$ cat config.mk
export PLATFORM = sky130hd
export DESIGN_NAME = quad_and
export DESIGN_NICKNAME = d
export VERILOG_FILES = /design/src/rtl/quad_and_pkg.sv /design/src/rtl/quad_and_and_lane.sv /design/src/rtl/quad_and.sv
export SDC_FILE = /design/constraint.sdc
export NUM_CORES = 1
export LEC_CHECK = 0
export BUFFER_PORTS_ARGS = -buffer_cell sky130_fd_sc_hd__buf_2
export CORE_AREA = 2 2 39 41
export DETAILED_ROUTE_END_ITERATION = 8
export DIE_AREA = 0 0 41 43
export GPL_TIMING_DRIVEN = 0
export PLACE_DENSITY = 0.57
export SKIP_LAST_GASP = 1
export SLEW_MARGIN = 20
export SYNTH_ARGS = -nofsm -noshare
export SYNTH_HDL_FRONTEND = slang
export SYNTH_SLANG_ARGS = --single-unit
$ cat constraint.sdc
create_clock -name clk -period 0.9 [get_ports clk]
set_input_delay 0.135 -clock clk [delete_from_list [all_inputs] [get_ports clk]]
set_output_delay 0.135 -clock clk [all_outputs]
set_load 0.02 [all_outputs]
$ cat src/rtl/quad_and_pkg.sv
`default_nettype none
// ============================================================================
// Module  : quad_and_pkg
// Purpose : Shared constants for the quad_and lane-wise AND block.
// Contents: QUAD_AND_WIDTH - default lane count used by quad_and.
// Revision: 1.0 - initial release
// ============================================================================
package quad_and_pkg;

    // Default lane count of quad_and.
    localparam int QUAD_AND_WIDTH = 4;

endpackage : quad_and_pkg
`default_nettype wire

$ cat src/rtl/quad_and_and_lane.sv
`default_nettype none
// ============================================================================
// Module  : and_lane
// Purpose : One bit lane of quad_and. Produces the combinational AND of its
//           two operand bits and keeps a registered copy of that result.
// Ports   : clk     - capture clock, rising edge
//           rst_n   - asynchronous active-low reset of the capture flop
//           a_i     - operand A bit
//           b_i     - operand B bit
//           en_i    - capture enable
//           y_o     - a_i & b_i, no clock latency
//           y_q_o   - last captured value of y_o
// Revision: 1.0 - initial release
// ============================================================================
module and_lane (
    input  logic clk,
    input  logic rst_n,
    input  logic a_i,
    input  logic b_i,
    input  logic en_i,
    output logic y_o,
    output logic y_q_o
);

    logic y_d;
    logic y_q;

    // The combinational path never looks at clk, rst_n or en_i.
    assign y_o = a_i & b_i;

    // Hold the stored value unless a capture is requested.
    always_comb begin
        y_d = y_q;
        if (en_i) begin
            y_d = y_o;
        end
    end

    always_ff @(posedge clk or negedge rst_n) begin
        if (!rst_n) begin
            y_q <= 1'b0;
        end else begin
            y_q <= y_d;
        end
    end

    assign y_q_o = y_q;

endmodule : and_lane
`default_nettype wire

$ cat src/rtl/quad_and.sv
`default_nettype none
// ============================================================================
// Module  : quad_and
// Purpose : WIDTH-lane bitwise AND with a combinational result, a zero flag,
//           and an enable-gated registered copy with a valid flag.
// Ports   : clk       - clock for the registered path, rising edge
//           rst_n     - asynchronous active-low reset of the registered path
//           a, b      - WIDTH-bit operands
//           en        - capture enable for y_q / y_q_valid
//           y         - a & b, combinational
//           y_q       - registered copy of y
//           y_q_valid - set by the first capture after reset
//           y_zero    - high when y is all zeros, combinational
// Revision: 1.0 - initial release
// ============================================================================
module quad_and
    import quad_and_pkg::*;
#(
    parameter int WIDTH = QUAD_AND_WIDTH
) (
    input  logic             clk,
    input  logic             rst_n,
    input  logic [WIDTH-1:0] a,
    input  logic [WIDTH-1:0] b,
    input  logic             en,
    output logic [WIDTH-1:0] y,
    output logic [WIDTH-1:0] y_q,
    output logic             y_q_valid,
    output logic             y_zero
);

    logic valid_d;
    logic valid_q;

    // Lanes are fully independent: each one sees only its own operand bits.
    generate
        for (genvar gi = 0; gi < WIDTH; gi++) begin : g_lane
            and_lane u_lane (
                .clk   (clk),
                .rst_n (rst_n),
                .a_i   (a[gi]),
                .b_i   (b[gi]),
                .en_i  (en),
                .y_o   (y[gi]),
                .y_q_o (y_q[gi])
            );
        end
    endgenerate

    assign y_zero = ~|y;

    // Once set by a capture, valid stays high until the next reset.
    always_comb begin
        valid_d = valid_q;
        if (en) begin
            valid_d = 1'b1;
        end
    end

    always_ff @(posedge clk or negedge rst_n) begin
        if (!rst_n) begin
            valid_q <= 1'b0;
        end else begin
            valid_q <= valid_d;
        end
    end

    assign y_q_valid = valid_q;

endmodule : quad_and
`default_nettype wire

## Word-level counts from Yosys, hierarchy flattened

Index checks and enable logic that the tools add are counted.

| storage, ports and cells | value |
|---|---|
| flip-flop bits (word level) | 5 |
| input bits | 11 |
| output and inout port bits | 10 |
| logic and storage cells | 11 |

| operators by class | value |
|---|---|
| bitwise logic cells | 4 |
| reduce and logical (&&, ||, !) cells | 2 |

Operators by type and width:

| kind | count |
|---|---|
| 1-bit bitwise AND | 4 |
| 4-bit OR reduction | 1 |
| 1-bit logical NOT | 1 |

## Logic depth before layout (Yosys ltp)

| logic depth | value |
|---|---|
| depth in word-level cells | 3 |
| mapped depth | 2 |
| depth with buffers taken out | 2 |

## Cells and area by module

A second synthesis with hierarchy kept.

| second synthesis, totals | value |
|---|---|
| cells, all modules | 15 |
| area, all modules | 239.0 sq um |

By module, submodules not included:

| module | times used | cells an instance | area an instance (sq um) | sequential area each (sq um) |
|---|---|---|---|---|
| and_lane | 4 | 3 | 48.8 | 25.0 |
| quad_and | 1 | 3 | 43.8 | 25.0 |

## Worst setup path after synthesis

OpenSTA, ideal clock, no wires.

| timing | value |
|---|---|
| path kind | register to register |
| start | register, netlist name y_q_valid |
| end | register valid_q, in the netlist y_q_valid |
| library setup time | 0.127 ns |
| arrival | 0.710 ns |
| required time | 0.773 ns |
| slack | 0.062 ns |
| cell stages (with the launch flop) | 2 |
| path buffers | 0 |
| clock period less this slack | 0.838 ns |
| path through | dfrtp_1 > or2_2 |

RTL lines:

| item | RTL line | source |
|---|---|---|
| end signal: assignment | quad_and.sv:64 | `valid_q <= valid_d;` |
| end: declaration | quad_and.sv:33 | `logic valid_q;` |

## Final worst setup path

| timing | value |
|---|---|
| start | input a[3] |
| end | output y_zero |

| between the ends | value |
|---|---|
| word-level cells in the longest chain between the ends | 3 |

RTL lines:

| item | RTL line | source |
|---|---|---|
| start: declaration | quad_and.sv:23 | `input logic [WIDTH-1:0] a,` |
| 1-bit bitwise AND | quad_and_and_lane.sv:29 | `assign y_o = a_i & b_i;` |
| named net g_lane[3].u_lane.y_o | quad_and_and_lane.sv:21 | `output logic y_o,` |
| 4-bit OR reduction | quad_and.sv:50 | `assign y_zero = ~\|y;` |
| 1-bit logical NOT | quad_and.sv:50 |  |
| end: declaration | quad_and.sv:29 | `output logic y_zero` |

The timed path passes the listed nets, and every way through them passes these cells.

==> results.md <==
- TritonCTS clock tree: done
- Cell with the most instances after synthesis: buf_4
- Slew at the pin with the worst max-slew slack: approximately 170 ps
- Synth warnings: 0
- Post-DR wirelength/cell: 9.68 um
- Initial Util: around a fifth
- Mean area per synthesized cell: ~13 um^2
- Die Wd: 41 um
- Sequential share of power: a little over a third
- Power per Cell Area: around 1400 nW/um^2
- Internal Power: approximately 530 uW
- Worst IR drop on VDD: 0.000378 V
- Sw Pwr: between 150 and 200 uW
- Share of post-route cells with drive strength above 1: approximately 85%
- I/O pins: 21
- Clock Power Share: 36.4%
- Die Ht: ~43 um
- Die ar.: around 1800 um^2
- Overall power: about 710 uW
- Fin. Hold Viols: 0
- Clock sink total: 5
- Routed Wire Length: 600 um
- Tot GR Track Use: between 7 and 8%
- Post-synthesis instance total: 23
- Initial DRC count: 1
- Slew Limit Headroom: slightly below 90%
- Area grow syn2layout: 69.7%
- Share of power burned in combinational logic: ~28%
- Initial antenna violation count: 0
- Sw frac: between 20 and 30%
- Number of H-tree levels: 1
- Dpl cell area: slightly above 400 um^2
- Min-Delay Path Class: input pin to flip-flop
- Final setup violation count: 1
- Remaining DRCs: 0
- Grt ovf: 0
- CP arrival: between 700 and 800 ps
- Main synth FF type: dfrtp_1
- Syn Std Cell Area: roughly 300 um^2
- Max Fclk: roughly 1100 MHz
- Yosys cell types: 6
- CP Launch Type: input pin
- Final worst setup slack: -29.1 ps
- Crit Path Max Fanout: 2
- Clk_skew: 0 ps
- Global-route wire length before repair: 869 um
- Register area share after synthesis: a little over two fifths
- Top cells by count, synth: 8 x buf_4, 5 x dfrtp_1, 4 x and2_4, 4 x mux2_2
- Largest net degree at the start of global routing: 6
- Failing checks: setup timing
- Worst-Skew Late Latency: 240 ps
- Row count: 14
- Clk buf depth: 2
- ANT nets after route: 0
- Finished Layout Cells: 62
- N_diodes: 0
- LEAKAGE: roughly 0.25 nW
- Syn Nets: 34
- CP Capture Type: output port
- First-pass DRT Iterations: 4
- Vias in the first global route: about 220
- Largest cells by area after synthesis: dfrtp_1 43%, buf_4 21%, mux2_2 15%
- Inst Count DP: between 50 and 60
- Crit share post-route: 103%
- WP data required: 760 ps
- Number of synthesized flops with an enable pin: 0
- Clock slew at reported path FFs: approximately 40 ps
- Synth area leader: dfrtp_1
- Area share of the largest cell type after synthesis: a little over two fifths
- Filler cells: ~140
- Area of the core: about 1400 um^2
- GP Congestion: 0.548
- FF+latch count, synth: 5
- Max-cap violations: 0
- Pins Over Slew Limit: 0
- Vias: 230
- Nets: between 50 and 60
- Via density: approximately 3.7
- Crit path time final: about 930 ps
- Layout Utilization: a little over a third
- Crit Path Category: input pin to output port
- Root buf cell: clkbuf_4
- CTS buffer count: 3
- Status: finished, violations left
- Async set or reset register ratio after synthesis: 100%
- # port buffers: 20
- Design area: a little under 500 um^2
- RSZ-0062 raised after global routing: true
worst max-delay path, cell delays in order:
cell,delay (ps)
buf_6,90
and2_4,150
nor4_4,240
buf_4,170
kinds of logic after synthesis:
family / share of synthesized area [%]
buf+inv: 20.5
simple gates: 21.4
mux: 15.4
flops: 42.7
registers in the layout (all words and copies together), names as in the netlist:
register,flops
g_lane.u_lane.y_q_o,4
y_q_valid,1
power by group through the flow:
stage | Clock [mW] | Combinational [mW] | Sequential, mW
floorplan | 0 | 0.120 | 0.250
global placement | 0 | 0.176 | 0.252
detailed placement | 0 | 0.178 | 0.252
CTS | 0.266 | 0.191 | 0.253
global route | 0.271 | 0.214 | 0.255
finish | 0.258 | 0.199 | 0.252
repair_timing:
item / in CTS / in global routing
hold buffers: 1 / 0
hold endpoints to repair: 5 / 0
resized for setup: 12 / 6
endpoints found under the setup margin: 6 / 8
setup buffers: 2 / 0
pin swaps: 3 / 3
area by class of cell:
type	count	area, um^2	area share, %
repair buffers	23	188	37.8
flip-flops and latches	5	125	25.2
multi-input cells	10	108	21.7
plain buffers	4	30.0	6.05
clock buffers	4	26.3	5.29
well taps	16	20.0	4.03
per-stage QoR:
step	hold slack [ps]	setup TNS [ps]	setup slack (ps)
CTS	189	-76.7	-42.4
global route	194	-140	-78.2
finish	185	-29.1	-29.1
detailed placement	-46.1	-72.5	-72.5
floorplan	-161	0	62.4
global placement	-47.0	-63.4	-63.4
worst paths after layout:
check | startpoint | endpoint | slack [ps] | cells past startpoint
setup / recovery | a[3] | y_zero | -30 | 4
hold / removal | en | y_q_valid | 180 | 2
setup reg to reg | y_q_valid | y_q_valid | 130 | 1
hold reg to reg | y_q_valid | y_q_valid | 490 | 1
max in group asynchronous | rst_n | g_lane[2].u_lane.y_q_o | 530 | 2
min in group asynchronous | rst_n | g_lane[0].u_lane.y_q_o | 240 | 2
cell usage in the layout (no fill, tap or decap):
master,count
buf_6,10
buf_4,6
clkbuf_1,1
clkbuf_4,3
and2_4,4
buf_2,10
dfrtp_1,5
nor4_4,1
mux2_2,4
dlygate4sd3_1,1
or2_2,1
routing by layer:
metal	global-route usage [%]	vias up	share of wire [%]
li1	-	112	-
met1	7.62	107	33
met2	11.9	11	59
met3	3.14	0	8.2
met4	6.00	0	0
met5	0	-	0
No activity file was read; power rests on OpenSTA's default activity.
